`src/rtl/div_seq_unit.sv`:
```
// Sequential restoring divider for DIV/DIVU: one quotient bit per clock, with its own control FSM.
// Signs are stripped on entry and reapplied in FIX; divide-by-zero bypasses CALC entirely.
//
//   state | meaning
//   ------+--------------------------------------------------------------
//   IDLE  | waiting for St; Done is high for the first cycle after FIX
//   CALC  | one shift-subtract step per edge, count runs WIDTH-1 down to 0
//   FIX   | apply signs (or the divide-by-zero result), pulse Done
module div_seq_unit #(
  parameter int WIDTH = 32
) (
  input  logic             Clk,
  input  logic             Reset_n,
  input  logic             St,
  input  logic             Signed,
  input  logic [WIDTH-1:0] Dividend,
  input  logic [WIDTH-1:0] Divisor,
  output logic [WIDTH-1:0] Quo,
  output logic [WIDTH-1:0] Rem,
  output logic             Busy,
  output logic             Done,
  output logic             DivZero
);

  localparam int CW = $clog2(WIDTH);

  typedef enum logic [1:0] {
    IDLE = 2'd0,
    CALC = 2'd1,
    FIX  = 2'd2
  } state_t;

  state_t           state, state_nxt;
  logic [CW-1:0]    count;
  logic [WIDTH:0]   r;
  logic [WIDTH-1:0] q;
  logic [WIDTH-1:0] b;
  logic             sd, sv, dz;
  logic             accept;
  logic             divisor_zero;
  logic [WIDTH-1:0] dividend_mag, divisor_mag;
  logic [WIDTH+1:0] r_sh, r_diff;
  logic             r_ge;

  assign divisor_zero = (Divisor == '0);
  assign dividend_mag = (Signed && Dividend[WIDTH-1]) ? -Dividend : Dividend;
  assign divisor_mag  = (Signed && Divisor[WIDTH-1])  ? -Divisor  : Divisor;

  // r_sh < 2^(WIDTH+1) and b < 2^WIDTH, so the top bit of r_diff is a clean borrow flag.
  assign r_sh   = {r, q[WIDTH-1]};
  assign r_diff = r_sh - {2'b00, b};
  assign r_ge   = ~r_diff[WIDTH+1];

  always_ff @(posedge Clk or negedge Reset_n) begin
    if (!Reset_n) state <= IDLE;
    else          state <= state_nxt;
  end

  always_comb begin
    state_nxt = state;
    accept    = 1'b0;
    case (state)
      IDLE: begin
        if (St) begin
          accept    = 1'b1;
          state_nxt = divisor_zero ? FIX : CALC;
        end
      end
      CALC:    if (count == '0) state_nxt = FIX;
      FIX:     state_nxt = IDLE;
      default: state_nxt = IDLE;
    endcase
  end

  always_ff @(posedge Clk or negedge Reset_n) begin
    if (!Reset_n) begin
      count   <= '0;
      r       <= '0;
      q       <= '0;
      b       <= '0;
      sd      <= 1'b0;
      sv      <= 1'b0;
      dz      <= 1'b0;
      Quo     <= '0;
      Rem     <= '0;
      Busy    <= 1'b0;
      Done    <= 1'b0;
      DivZero <= 1'b0;
    end else begin
      case (state)
        IDLE: begin
          Done <= 1'b0;
          if (accept) begin
            sd      <= Signed & Dividend[WIDTH-1];
            sv      <= Signed & Divisor[WIDTH-1];
            b       <= divisor_mag;
            // On divide-by-zero q carries the raw dividend straight through to Rem.
            q       <= divisor_zero ? Dividend : dividend_mag;
            r       <= '0;
            dz      <= divisor_zero;
            count   <= CW'(WIDTH - 1);
            Busy    <= 1'b1;
            DivZero <= 1'b0;
          end
        end
        CALC: begin
          r     <= r_ge ? r_diff[WIDTH:0] : r_sh[WIDTH:0];
          q     <= {q[WIDTH-2:0], r_ge};
          count <= count - 1'b1;
        end
        FIX: begin
          if (dz) begin
            Quo     <= '1;
            Rem     <= q;
            DivZero <= 1'b1;
          end else begin
            Quo <= (sd ^ sv) ? -q : q;
            Rem <= sd ? -r[WIDTH-1:0] : r[WIDTH-1:0];
          end
          Done <= 1'b1;
          Busy <= 1'b0;
        end
        default: ;
      endcase
    end
  end

endmodule

```
`config.mk`:
```
export PLATFORM = sky130hd
export DESIGN_NAME = div_seq_unit
export DESIGN_NICKNAME = d
export VERILOG_FILES = /design/src/rtl/div_seq_unit.sv
export SDC_FILE = /design/constraint.sdc
export NUM_CORES = 1
export LEC_CHECK = 0
export ABC_AREA = 0
export CORE_MARGIN = 2
export CORE_UTILIZATION = 40
export DETAILED_ROUTE_END_ITERATION = 10
export SYNTH_ARGS = -nofsm -noshare
export SYNTH_HDL_FRONTEND = slang
export SYNTH_SLANG_ARGS = --single-unit
```
`constraint.sdc`:
```
create_clock -name Clk -period 8.84 [get_ports Clk]
set_input_delay 1.326 -clock Clk [delete_from_list [all_inputs] [get_ports Clk]]
set_output_delay 1.326 -clock Clk [all_outputs]
set_load 0.1 [all_outputs]
```
==> out/qor.csv <==
metric,value,unit
status,"finished, final reports clean",
Vias,10211,
"Cell Area, Synth",11500,um^2
WL per Instance,17.5,um
Slew @ Worst Pin,1.11,ns
Worst EP arrival,4.66,ns
PortBufs,134,
Detailed Routing Iterations Pass 1,5,
cts hold-fix bufs,0,
Setup CP Type,in -> reg,
chip width,173,um
Setup Skew,0.0137,ns
most common cell in the synthesized netlist,dfrtp_1,
final hold viol count,0,
"EDFF count, synth",0,
Root Buffer,clkbuf_16,
CP peak stage delay,0.51,ns
"critical path, cell by cell","clkdlybuf4s50_1, nor4_1, nor4bb_1, buf_4, nand4_1, or2_2, and3_1, o41ai_1, xor2_1, a31oi_1, o22a_1",
Routed WL,32.4,mm
Synth Area in Compound Gates,21.9,%
setup tns final,0,ns
HPWL after DPL,23.7,mm
Num Clock Sinks,174,
CP max stage cell,and3_1,
FMAX,231,MHz
largest family of logic cells by synthesized area,compound AO/OA/AOI/OAI gates,
Via density,5.53,
first-pass GRT wire length,53.1,mm
synth unique cells,68,
Final setup viols,0,
I/O Pins,135,
antenna violations before repair,0,
final net count,1563,
post-synthesis adder-cell area fraction,4.32,%
post_cts resized,0,
yosys warns,0,
clk_lat worst skew,0.44,ns
Site Rows,61,
Max H-tree Level,4,
Slew Limit Fails,0,
Num CTS Buffers,17,
diodes inserted,0,
routability cong.,0.886,
CORE AREA,28000,um^2
cell taking the most area after synthesis,dfrtp_1,
Die Y,173,um
global route overflow,0,
largest net degree at the start of global routing,98,
Multi-input gate area,6590,um^2
register bit total from synthesis,174,
overall global routing resource usage,21.8,%
Post-Synth Simple-Gate Area,17.8,%
register area,4360,um^2
Max-Cap Viols,0,
Synth top cells by count,"174 x dfrtp_1, 169 x nand2_1, 162 x o21ai_0",
Worst setup EP type,flip-flop,
xor/xnor share of the synthesized area,11.6,%
Final min period,4.32,ns
drt first-iter violations,821,
detailed-route DRC error count,0,
CP Max Fanout,27,
share of layout cells above drive strength 1,4.83,%
Async SR Flop Fraction,100,%
top-area cell type share of the netlist area,38.0,%
"Period Utilization, post-route",48.9,%
hold path depth,2,
post-CTS setup buffer count,0,
"Seq/Total Area, Yosys",38.0,%
WHS,0.480,ns
post-layout util,48.7,%
Hold Path Class,reg -> reg,
worst path required time,9.17,ns
top post-synthesis cells by area,"dfrtp_1 38%, o21ai_0 7.1%, xor2_1 6.7%, nand2_1 5.5%, xnor2_1 4.9%",
Post-synth top flop,dfrtp_1,
Worst setup SP type,input port,
CTS max path bufs,2,
r2r worst-path depth,9,
number of routed nets with antenna violations,0,
initial core utilization,40.9,%
Fillers,2822,
vias in the first global route,9853,
Layout area overhead,19.2,%
CTS tree,built,
unrepaired setup endpoints after global routing,false,
post-synthesis mux area share,1.48,%
die area,30000,um^2
clock-pin slew of the registers on the worst-case setup and hold paths,0.07,ns
Post-Syn Nets,1482,
Slew HR,26.2,%
Cells after Synth,1375,
syn_area_per_cell,8.33,um^2
==> final cells by class <==
| type | count | area share [%] |
|---|---|---|
| Tap cell | 378 | 3.46 |
| Clock inverter | 15 | 1.24 |
| Clock buffer | 17 | 3.12 |
| Multi-Input combinational cell | 1063 | 48.3 |
| Inverter | 52 | 1.43 |
| Timing Repair Buffer | 148 | 10.6 |
| Sequential cell | 174 | 31.9 |
==> kinds of logic after synthesis <==
kind of cell | after synthesis
multiplexers | 17
buffers and inverters | 138
flip-flops | 174
AND/OR/NAND/NOR | 438
XOR/XNOR | 152
AO/OA/AOI/OAI | 417
adder cells (fa/ha/maj) | 39
==> worst max-delay path, delay by kind of cell <==
kind	cells	cell delay, ns
simple gates	5	1.89
xor+xnor	1	0.24
compound gates	3	0.51
buf+inv	2	0.68
==> cells in the final DEF (no fill, tap or decap), types with 10 or more instances in the layout <==
master / count
nand2_1: 167
o31ai_1: 26
mux2i_1: 17
a31oi_1: 10
xnor2_1: 64
dfrtp_1: 173
nand3_1: 38
nor4_1: 15
and3_1: 14
nor2_1: 105
o41ai_1: 11
clkbuf_16: 17
o311ai_0: 15
a22oi_1: 29
xor2_1: 87
a21oi_1: 108
inv_1: 51
ha_1: 38
a21o_1: 11
clkdlybuf4s50_1: 133
or4_1: 12
o21ai_0: 162
nor3_1: 26
buf_4: 14
==> final timing paths <==
path,from,endpoint,slack [ns]
max in group asynchronous,Reset_n,dz,6.01
min in group asynchronous,Reset_n,Quo[4],0.81
hold reg to reg,b[22],b[22],0.48
setup reg to reg,q[1],Quo[29],5.02
setup / recovery,Divisor[6],q[5],4.52
hold / removal,b[22],b[22],0.48
==> stage by stage <==
stage / instances / setup WS, ns / area (um^2)
final: 1847 / 4.52 / 13700
after global routing: 1847 / 4.27 / 13700
after CTS: 1847 / 4.54 / 13700
after detailed placement: 1815 / 4.11 / 13100
after global placement: 1815 / 4.10 / 13100
after floorplan: 1375 / 4.93 / 11500
==> metal layers <==
layer | up-vias | track usage (%) | share of wire (%)
met1 | 4817 | 30.6 | 47
li1 | 5040 | - | -
met3 | 41 | 2.85 | 4.8
met2 | 313 | 34.6 | 46
met5 | - | 0 | 0
met4 | 0 | 7.42 | 2.3
==> flip-flops by register name, summed over array words and instances (netlist names) <==
signal / count
Done: 1
b: 32
r: 33
dz: 1
sd: 1
q: 32
state: 2
Rem: 32
sv: 1
DivZero: 1
count: 5
Quo: 32
Busy: 1
Power is not shown: default switching activity piles up to over one toggle a cycle in this logic, so the estimate is an artifact.
